**src/rtl/round_controller_if.sv**
```systemverilog
// Bundles the referee's game-side signals: start/health in, round status out.
interface round_controller_if;
  logic       start_btn;
  logic [3:0] p0_health;
  logic [3:0] p1_health;
  logic       finish;
  logic       round_reset;
  logic [4:0] state;
  logic [1:0] countdown;
  logic [6:0] round_time;
  logic [1:0] round_num;
  logic [1:0] p0_wins;
  logic [1:0] p1_wins;
  logic [1:0] round_winner;
  logic [1:0] match_winner;

  // Game logic side: supplies inputs, observes status.
  modport master (
    output start_btn, p0_health, p1_health,
    input  finish, round_reset, state, countdown, round_time,
           round_num, p0_wins, p1_wins, round_winner, match_winner
  );

  // Referee side.
  modport slave (
    input  start_btn, p0_health, p1_health,
    output finish, round_reset, state, countdown, round_time,
           round_num, p0_wins, p1_wins, round_winner, match_winner
  );
endinterface

```
**src/rtl/round_controller.sv**
```systemverilog
// Match/round referee on the 2 Hz shield tick: countdown, round clock,
// KO/timeout detection, win tally and best-of-N match flow.
module round_controller #(
  parameter int unsigned ROUND_SECONDS = 60,
  parameter int unsigned WINS_TO_MATCH = 2,
  parameter int unsigned MAX_ROUNDS    = 3,
  parameter int unsigned READY_TICKS   = 6,
  parameter int unsigned OVER_TICKS    = 4
) (
  input logic               slowed_shield_clk,
  input logic               reset,
  round_controller_if.slave bus
);

  localparam int unsigned CNT_MAX = (READY_TICKS > OVER_TICKS) ? READY_TICKS : OVER_TICKS;
  localparam int unsigned CNT_W   = (CNT_MAX < 2) ? 1 : $clog2(CNT_MAX + 1);

  localparam logic [4:0] S_IDLE       = 5'b00001;
  localparam logic [4:0] S_READY      = 5'b00010;
  localparam logic [4:0] S_FIGHT      = 5'b00100;
  localparam logic [4:0] S_ROUND_OVER = 5'b01000;
  localparam logic [4:0] S_MATCH_OVER = 5'b10000;

  localparam logic [1:0] W_NONE = 2'b00;
  localparam logic [1:0] W_P0   = 2'b01;
  localparam logic [1:0] W_P1   = 2'b10;
  localparam logic [1:0] W_DRAW = 2'b11;

  localparam logic [6:0]       RT_INIT    = 7'(ROUND_SECONDS);
  localparam logic [CNT_W-1:0] READY_INIT = CNT_W'(READY_TICKS);
  localparam logic [CNT_W-1:0] OVER_INIT  = CNT_W'(OVER_TICKS);
  localparam logic [CNT_W-1:0] CNT_ONE    = CNT_W'(1);
  localparam logic [1:0]       WINS_TGT   = 2'(WINS_TO_MATCH);
  localparam logic [1:0]       LAST_ROUND = 2'(MAX_ROUNDS);

  logic [4:0]       state_q, state_d;
  logic [CNT_W-1:0] cnt_q, cnt_d;
  logic             half_q, half_d;
  logic             finish_q, finish_d;
  logic             round_reset_q, round_reset_d;
  logic [1:0]       countdown_q, countdown_d;
  logic [6:0]       round_time_q, round_time_d;
  logic [1:0]       round_num_q, round_num_d;
  logic [1:0]       p0_wins_q, p0_wins_d;
  logic [1:0]       p1_wins_q, p1_wins_d;
  logic [1:0]       round_winner_q, round_winner_d;
  logic [1:0]       match_winner_q, match_winner_d;

  logic [1:0]       fight_result;
  logic [CNT_W:0]   cnt_plus;

  // Next-state and registered-output computation for one tick.
  always_comb begin
    state_d        = state_q;
    cnt_d          = cnt_q;
    half_d         = half_q;
    round_reset_d  = 1'b0;
    round_time_d   = round_time_q;
    round_num_d    = round_num_q;
    p0_wins_d      = p0_wins_q;
    p1_wins_d      = p1_wins_q;
    round_winner_d = round_winner_q;
    match_winner_d = match_winner_q;
    fight_result   = W_NONE;

    case (state_q)
      S_IDLE: begin
        if (bus.start_btn) begin
          state_d       = S_READY;
          cnt_d         = READY_INIT;
          round_reset_d = 1'b1;
        end
      end

      S_READY: begin
        if (cnt_q == CNT_ONE) begin
          state_d        = S_FIGHT;
          cnt_d          = '0;
          round_time_d   = RT_INIT;
          half_d         = 1'b0;
          round_winner_d = W_NONE;
        end else begin
          cnt_d = cnt_q - CNT_ONE;
        end
      end

      S_FIGHT: begin
        if (bus.p0_health == 4'd0 && bus.p1_health == 4'd0) begin
          fight_result = W_DRAW;
        end else if (bus.p0_health == 4'd0) begin
          fight_result = W_P1;
        end else if (bus.p1_health == 4'd0) begin
          fight_result = W_P0;
        end else if (round_time_q == 7'd0) begin
          if (bus.p0_health > bus.p1_health) begin
            fight_result = W_P0;
          end else if (bus.p0_health < bus.p1_health) begin
            fight_result = W_P1;
          end else begin
            fight_result = W_DRAW;
          end
        end else if (half_q) begin
          round_time_d = round_time_q - 7'd1;
          half_d       = 1'b0;
        end else begin
          half_d = 1'b1;
        end

        if (fight_result != W_NONE) begin
          state_d        = S_ROUND_OVER;
          cnt_d          = OVER_INIT;
          round_winner_d = fight_result;
          if (fight_result == W_P0 && p0_wins_q != 2'd3) begin
            p0_wins_d = p0_wins_q + 2'd1;
          end
          if (fight_result == W_P1 && p1_wins_q != 2'd3) begin
            p1_wins_d = p1_wins_q + 2'd1;
          end
        end
      end

      S_ROUND_OVER: begin
        if (cnt_q == CNT_ONE) begin
          cnt_d = '0;
          if (p0_wins_q == WINS_TGT) begin
            state_d        = S_MATCH_OVER;
            match_winner_d = W_P0;
          end else if (p1_wins_q == WINS_TGT) begin
            state_d        = S_MATCH_OVER;
            match_winner_d = W_P1;
          end else if (round_num_q == LAST_ROUND) begin
            state_d = S_MATCH_OVER;
            if (p0_wins_q > p1_wins_q) begin
              match_winner_d = W_P0;
            end else if (p0_wins_q < p1_wins_q) begin
              match_winner_d = W_P1;
            end else begin
              match_winner_d = W_DRAW;
            end
          end else begin
            state_d       = S_READY;
            cnt_d         = READY_INIT;
            round_num_d   = round_num_q + 2'd1;
            round_reset_d = 1'b1;
          end
        end else begin
          cnt_d = cnt_q - CNT_ONE;
        end
      end

      S_MATCH_OVER: begin
        if (bus.start_btn) begin
          state_d        = S_READY;
          cnt_d          = READY_INIT;
          round_reset_d  = 1'b1;
          p0_wins_d      = 2'd0;
          p1_wins_d      = 2'd0;
          round_num_d    = 2'd1;
          match_winner_d = W_NONE;
          round_winner_d = W_NONE;
        end
      end

      default: begin
        state_d = S_IDLE;
      end
    endcase

    finish_d = (state_d != S_FIGHT);
    cnt_plus = {1'b0, cnt_d} + (CNT_W + 1)'(1);
    if (state_d == S_READY) begin
      countdown_d = 2'(cnt_plus >> 1);
    end else begin
      countdown_d = 2'd0;
    end
  end

  // State register with synchronous active-low reset.
  always_ff @(posedge slowed_shield_clk) begin
    if (!reset) begin
      state_q        <= S_IDLE;
      cnt_q          <= '0;
      half_q         <= 1'b0;
      finish_q       <= 1'b1;
      round_reset_q  <= 1'b0;
      countdown_q    <= 2'd0;
      round_time_q   <= RT_INIT;
      round_num_q    <= 2'd1;
      p0_wins_q      <= 2'd0;
      p1_wins_q      <= 2'd0;
      round_winner_q <= W_NONE;
      match_winner_q <= W_NONE;
    end else begin
      state_q        <= state_d;
      cnt_q          <= cnt_d;
      half_q         <= half_d;
      finish_q       <= finish_d;
      round_reset_q  <= round_reset_d;
      countdown_q    <= countdown_d;
      round_time_q   <= round_time_d;
      round_num_q    <= round_num_d;
      p0_wins_q      <= p0_wins_d;
      p1_wins_q      <= p1_wins_d;
      round_winner_q <= round_winner_d;
      match_winner_q <= match_winner_d;
    end
  end

  assign bus.state        = state_q;
  assign bus.finish       = finish_q;
  assign bus.round_reset  = round_reset_q;
  assign bus.countdown    = countdown_q;
  assign bus.round_time   = round_time_q;
  assign bus.round_num    = round_num_q;
  assign bus.p0_wins      = p0_wins_q;
  assign bus.p1_wins      = p1_wins_q;
  assign bus.round_winner = round_winner_q;
  assign bus.match_winner = match_winner_q;

endmodule

```
**src/flat_wrapper.sv**
```systemverilog
// flat-port wrapper written by rule: the top's interface ports become plain ports
module round_controller_flat 
#(
  parameter int unsigned ROUND_SECONDS = 60,
  parameter int unsigned WINS_TO_MATCH = 2,
  parameter int unsigned MAX_ROUNDS    = 3,
  parameter int unsigned READY_TICKS   = 6,
  parameter int unsigned OVER_TICKS    = 4
)
  (slowed_shield_clk, reset, bus_start_btn, bus_p0_health, bus_p1_health, bus_finish, bus_round_reset, bus_state, bus_countdown, bus_round_time, bus_round_num, bus_p0_wins, bus_p1_wins, bus_round_winner, bus_match_winner);
  round_controller_if bus_i ();
  input logic slowed_shield_clk;
  input logic reset;
  input wire logic [$bits(bus_i.start_btn)-1:0] bus_start_btn;
  input wire logic [$bits(bus_i.p0_health)-1:0] bus_p0_health;
  input wire logic [$bits(bus_i.p1_health)-1:0] bus_p1_health;
  output wire logic [$bits(bus_i.finish)-1:0] bus_finish;
  output wire logic [$bits(bus_i.round_reset)-1:0] bus_round_reset;
  output wire logic [$bits(bus_i.state)-1:0] bus_state;
  output wire logic [$bits(bus_i.countdown)-1:0] bus_countdown;
  output wire logic [$bits(bus_i.round_time)-1:0] bus_round_time;
  output wire logic [$bits(bus_i.round_num)-1:0] bus_round_num;
  output wire logic [$bits(bus_i.p0_wins)-1:0] bus_p0_wins;
  output wire logic [$bits(bus_i.p1_wins)-1:0] bus_p1_wins;
  output wire logic [$bits(bus_i.round_winner)-1:0] bus_round_winner;
  output wire logic [$bits(bus_i.match_winner)-1:0] bus_match_winner;
  assign bus_i.start_btn = bus_start_btn;
  assign bus_i.p0_health = bus_p0_health;
  assign bus_i.p1_health = bus_p1_health;
  assign bus_finish = bus_i.finish;
  assign bus_round_reset = bus_i.round_reset;
  assign bus_state = bus_i.state;
  assign bus_countdown = bus_i.countdown;
  assign bus_round_time = bus_i.round_time;
  assign bus_round_num = bus_i.round_num;
  assign bus_p0_wins = bus_i.p0_wins;
  assign bus_p1_wins = bus_i.p1_wins;
  assign bus_round_winner = bus_i.round_winner;
  assign bus_match_winner = bus_i.match_winner;
  round_controller #(.ROUND_SECONDS(ROUND_SECONDS), .WINS_TO_MATCH(WINS_TO_MATCH), .MAX_ROUNDS(MAX_ROUNDS), .READY_TICKS(READY_TICKS), .OVER_TICKS(OVER_TICKS)) u_core (.slowed_shield_clk(slowed_shield_clk), .reset(reset), .bus(bus_i));
endmodule
```
**config.mk**
```make
export PLATFORM = sky130hd
export DESIGN_NAME = round_controller_flat
export DESIGN_NICKNAME = d
export VERILOG_FILES = /design/src/rtl/round_controller_if.sv /design/src/rtl/round_controller.sv /design/src/flat_wrapper.sv
export SDC_FILE = /design/constraint.sdc
export NUM_CORES = 1
export LEC_CHECK = 0
export CELL_PAD_IN_SITES_DETAIL_PLACEMENT = 0
export CELL_PAD_IN_SITES_GLOBAL_PLACEMENT = 1
export CORE_MARGIN = 2
export CORE_UTILIZATION = 40
export CTS_BUF_LIST = sky130_fd_sc_hd__clkbuf_4
export CTS_CLUSTER_SIZE = 28
export DETAILED_ROUTE_END_ITERATION = 8
export GPL_TIMING_DRIVEN = 0
export PLACE_DENSITY_LB_ADDON = 0.15
export SYNTH_ARGS = -nofsm -noshare
export SYNTH_HDL_FRONTEND = slang
export SYNTH_SLANG_ARGS = --single-unit
```
**constraint.sdc**
```tcl
create_clock -name slowed_shield_clk -period 2.48 [get_ports slowed_shield_clk]
set_input_delay 0.372 -clock slowed_shield_clk [delete_from_list [all_inputs] [get_ports slowed_shield_clk]]
set_output_delay 0.372 -clock slowed_shield_clk [all_outputs]
set_load 0.01 [all_outputs]
```
### Yosys cells after proc, flatten, opt, wreduce, memory -nomap -nowiden

Cells that the tools add are included.

* flip-flop bits (word level): 30
* input bits: 11
* output and inout port bits: 26
* logic and storage cells: 138

* $add $sub $neg: 6
* $lt $le $gt $ge: 4
* equality and inequality tests: 30
* multiplexer cells: 66
* reduce and logical (&&, ||, !) cells: 20

Operators by type and width (count)
* two-way mux 2 bit: 23
* two-way mux 7 bit: 6
* two-way mux 5 bit: 7
* two-way mux 3 bit: 7
* inequality test 2 bit, second input constant: 10
* case mux 5 bit (4 select lines): 1
* case mux 2 bit (2 select lines): 4
* AND reduction 4 bit: 4
* case mux 7 bit (2 select lines): 1
* two-way mux 1 bit: 13
* inequality test 2 x 1 -> 1 bit, second input constant: 6
* case mux 3 bit (4 select lines): 1
* AND reduction 6 bit: 2
* equality test 5 x 2 -> 1 bit, second input constant: 2
* equality test 2 bit, second input constant: 4
* zero test 4 bit: 2
* nonzero test 2 bit: 4
* zero test 7 bit: 1
* AND reduction 7 bit: 1
* subtractor 7 x 1 -> 7 bit, second input constant: 1
* adder 2 x 1 -> 2 bit, second input constant: 3
* case mux 2 bit (3 select lines): 1
* equality test 5 x 1 -> 1 bit, second input constant: 1
* equality test 5 x 3 -> 1 bit, second input constant: 1
* 17 further kinds: 20

### Longest topological paths before layout

* depth after elaboration: 13
* gate-level depth with buffers: 10
* mapped depth without buffers: 10

### Least setup slack after synthesis

Ideal clock, no wire load.

* kind: register to register
* start: register u_core.state_q[4] (netlist: u_core.bus.state[4])
* end: register u_core.countdown_q[0] (netlist: u_core.bus.countdown[0])
* library setup time: 0.115 ns
* arrival time: 1.932 ns
* required time: 2.365 ns
* slack: 0.433 ns
* cell stages (with the launch flop): 9
* buffers on the path: 1
* clock period less this slack: 2.047 ns
* cell sequence: dfxtp_1 -> buf_6 -> or3_4 -> nor3_4 -> nand3_1 -> nor2b_1 -> o221ai_1 -> ha_1 -> and2_1

* elaborated cells on any way between the ends: 15
* classes of those cells: add/sub (1); eq/ne (6); mux (6); reduce/logical (2)

RTL lines
* start, declared: line round_controller.sv:36 `logic [4:0] state_q, state_d;`
* start signal, assigned: line round_controller.sv:194 `state_q <= state_d;`
* equality test 5 x 1 -> 1 bit / equality test 5 bit (equally long branches): line round_controller.sv:66 `case (state_q)`
* OR reduction 2 bit (no source line)
* case mux 3 bit (4 select lines) (*): line round_controller.sv:66
* named net u_core.cnt_d[1]: line round_controller.sv:37 `logic [CNT_W-1:0] cnt_q, cnt_d;`
* adder 3 x 1 -> 3 bit (*): line round_controller.sv:170 `cnt_plus = {1'b0, cnt_d} + (CNT_W + 1)'(1);`
* named net u_core.cnt_plus[1]: line round_controller.sv:50 `logic [CNT_W:0] cnt_plus;`
* end signal, assigned: line round_controller.sv:199 `countdown_q <= countdown_d;`
* end, declared: line round_controller.sv:41 `logic [1:0] countdown_q, countdown_d;`

The timed path passes the listed nets; every way through them passes the cells marked *.
A chain may end at the register's enable or synchronous reset.

### Worst setup path after layout

* start: register u_core.p1_wins_q[0] (netlist: u_core.bus.p1_wins[0])
* end: register u_core.countdown_q[1] (netlist: u_core.bus.countdown[1])

* longest elaborated chain between the ends: 7
* elaborated cells on any way between the ends: 12
* classes of those cells: add/sub (1); eq/ne (2); mux (8); reduce/logical (1)

RTL lines
* start, declared: line round_controller.sv:45 `logic [1:0] p1_wins_q, p1_wins_d;`
* start signal, assigned: line round_controller.sv:203 `p1_wins_q <= p1_wins_d;`
* equality test 2 bit (*): line round_controller.sv:128 `end else if (p1_wins_q == WINS_TGT) begin`
* branches (longest 6 deep; another with adder 3 x 1 -> 3 bit)

Every way passes the cells marked *.

==> metrics.yaml <==
period_minus_slack_ps: 2217
yosysTopAreaCellShare_pct: 29.89
power.static_leakage_nw: 0.9349
ys_types: 53
worst_pin_slew_ps: 538.6
final.setup_skew_ps: 12.62
grt_overflow: 0
drt_iter0_markers: 102
place_congestion: 0.8975
via_per_inst: 5.278
die_area_um2: 5606
routed_wl_mm: 4.816
antenna_found_initial: 0
required_ps: 2740
slew_violations: 0
cts_buffers: 5
status: "completed"
crit_slowest_cell: "dfxtp_1"
path_cells: "inv_1, ha_1, or3_1, nor4_2, nor3_1, a311oi_2, nand2b_1, mux2i_1"
grt_usage_pct: 19.57
start_util_pct: 41.99
ys_top_cells_by_area: "dfxtp_1, ha_1, nor2_1"
fmax_ghz: 0.4511
area_growth_pct: 24.28
layout.nets: 308
clockBufferDepth: 2
worstSetupPathType: "reg2reg"
ys_seq_area_share_pct: 29.89
finish.utilization_pct: 52.18
grt_start_max_net_pins: 11
r2r_slack_ps: 260
synth_ff_type: "dfxtp_1"
clkLatencyLatePin_ps: 330
cp-endpoint: "u_core.bus.countdown[1]"
cts_setup_buffers: 0
largest_reg_flops: 7
hold_viol: 0
worstPathArrival_ps: 2480
cts_resized: 0
portBuffers: 35
relSlewSlack_pct: 64.09
core_um2: 4786
antenna_cells: 0
dr_total_vias: 1842
ctsHoldBuffers: 0
synth_top_area_cell: "dfxtp_1"
fin_setup_tns_ps: 0
ant_nets: 0
routedWlPerCell_um: 13.80
cts_tree: "done"
startpoint: "u_core.bus.p1_wins[0]"
drive_gt1_share_pct: 10.99
max_stage_delay_ps: 460
drc: 0
crit_path_end_kind: "flip-flop"
finalSetupViolCount: 0
synth_edf_count: 0
ioPinCount: 37
hp-class: "in2reg"
firstDrtPassIters: 4
num_rows: 25
yosys_warnings: 0
synthCells: 239
irDropWorstVdd_mv: 0.1448
netlist_area_um2: 2009
fillCellCount: 468
critPathMaxFanout: 6
power-per-cell-area_nw_per_um2: 387.4
first_global_vias: 1741
cp-start-kind: "flip-flop"
clk_pin_slew_ps: 100
r2r-start: "u_core.bus.p1_wins[0]"
synth_nets: 266
fp.dieW_um: 74.88
rr_worst_depth: 8
h-tree-depth: 2
rsz0062_at_grt: "no"
synth-async-reset-ratio_pct: 0
cts_root_buf: "clkbuf_4"
cts_sinks: 30
p_total_w: 0.0009675
reg2reg_to: "u_core.bus.countdown[1]"
cap_violations: 0
fp.dieH_um: 74.88
period_share_pct: 89.38
grt_pass1_wl_mm: 8.335
synth_area_per_cell_um2: 8.408
ys_ff_latch: 30
hpwlAfterDp_mm: 3.720
-- layer usage --
metal / vias to the layer above / track usage, % / part of all wire (%)
met3: 8 / 4.150 / 3.1
met1: 860 / 27.48 / 51
met2: 27 / 29.73 / 45
met5: - / 0 / 0
met4: 0 / 6.944 / 1.5
li1: 947 / - / -
-- where the power goes --
part / switching, W / total [W] / internal, W
registers: 0.00000615 / 0.000498 / 0.000491
clock network: 0.000174 / 0.000292 / 0.000117
logic: 0.0000968 / 0.000178 / 0.0000814
-- logic make-up after synthesis --
logic type	share of synthesized area [%]
buffers and inverters	5.417
XOR/XNOR	2.615
AO/OA/AOI/OAI	16.87
flip-flops	29.89
AND/OR/NAND/NOR	32.75
multiplexers	2.491
adder cells (fa/ha/maj)	9.963
-- synthesized netlist by cell type, types with 2 or more instances --
cell type   n
nor3_4      2
buf_4       2
nor4_2      2
nor2_1     30
and3_1      2
or3_1       6
nor4_1      4
and2_1      3
or2_2       2
inv_1      16
nand3_1     8
and4_1      3
nand3b_1    2
a311oi_2    2
xnor2_1     5
a211oi_1    4
nand2_1    16
a21o_1      2
ha_1       16
nor2b_1     4
dfxtp_1    30
clkbuf_1    3
nand2b_1    6
o211ai_1    2
a31oi_1     7
o21ai_1     6
mux2i_1     5
nor3_1     11
a21oi_1    11
o21ai_0     3
buf_6       2
-- layout by cell type, fill, tap and decap left out, types with 2 or more instances in the layout --
| master | n |
|---|---|
| a311oi_2 | 2 |
| nand3_1 | 8 |
| buf_6 | 2 |
| clkbuf_1 | 3 |
| nand3b_1 | 2 |
| and3_1 | 2 |
| and2_1 | 3 |
| nand2_1 | 16 |
| o211ai_1 | 2 |
| nor2b_1 | 4 |
| nand2b_1 | 6 |
| nor4_2 | 2 |
| o21ai_1 | 6 |
| xnor2_1 | 5 |
| or2_2 | 2 |
| clkdlybuf4s50_1 | 35 |
| nor3_1 | 11 |
| a21oi_1 | 11 |
| and4_1 | 3 |
| dfxtp_1 | 30 |
| ha_1 | 16 |
| a211oi_1 | 4 |
| nor4_1 | 4 |
| inv_1 | 16 |
| buf_4 | 2 |
| nor2_1 | 30 |
| mux2i_1 | 5 |
| o21ai_0 | 3 |
| clkbuf_4 | 6 |
| or3_1 | 6 |
| a31oi_1 | 7 |
| nor3_4 | 2 |
| a21o_1 | 2 |
-- worst min path at each step --
stage	start	to	cells past startpoint
after detailed placement	u_core.bus.round_winner[0]	u_core.bus.round_winner[0]	2
after global routing	reset	u_core.bus.round_num[0]	2
final	reset	u_core.bus.round_num[0]	2
after global placement	u_core.bus.round_winner[0]	u_core.bus.round_winner[0]	2
after floorplan	u_core.bus.round_winner[0]	u_core.bus.round_winner[0]	2
after CTS	reset	u_core.bus.round_num[0]	2
-- layout make-up --
class / instances / area [µm²] / share of cell area [%]
sequential: 30 / 600.6 / 24.05
timing repair buffer: 35 / 350.3 / 14.03
inverter: 16 / 60.06 / 2.405
tap: 67 / 83.83 / 3.357
buffer: 7 / 48.80 / 1.954
clock buffer: 6 / 45.04 / 1.804
clock inverter: 2 / 8.758 / 0.3507
multi-input combinational: 186 / 1300 / 52.05
-- worst max-delay path: cells and delay by family (launching register included) --
family                     cells  cell delay (ps)
and+or+nand+nor                4              880
DFF                            1              460
AOI/OAI and AO/OA              1              360
adders and majority gates      1              240
muxes                          1              120
buffers and inverters          1               70
-- per-stage QoR --
| stage | std cells | setup WS (ps) | cell area [µm²] | hold slack [ps] |
|---|---|---|---|---|
| after floorplan | 239 | 432.6 | 2009 | 480.5 |
| after global placement | 341 | -32.84 | 2444 | 448.2 |
| after detailed placement | 341 | -40.98 | 2444 | 458.7 |
| after CTS | 349 | 217.0 | 2497 | 422.4 |
| after global routing | 349 | 1.736 | 2497 | 430.6 |
| final | 349 | 263.4 | 2497 | 428.3 |
(Power assumes the default switching activity.)
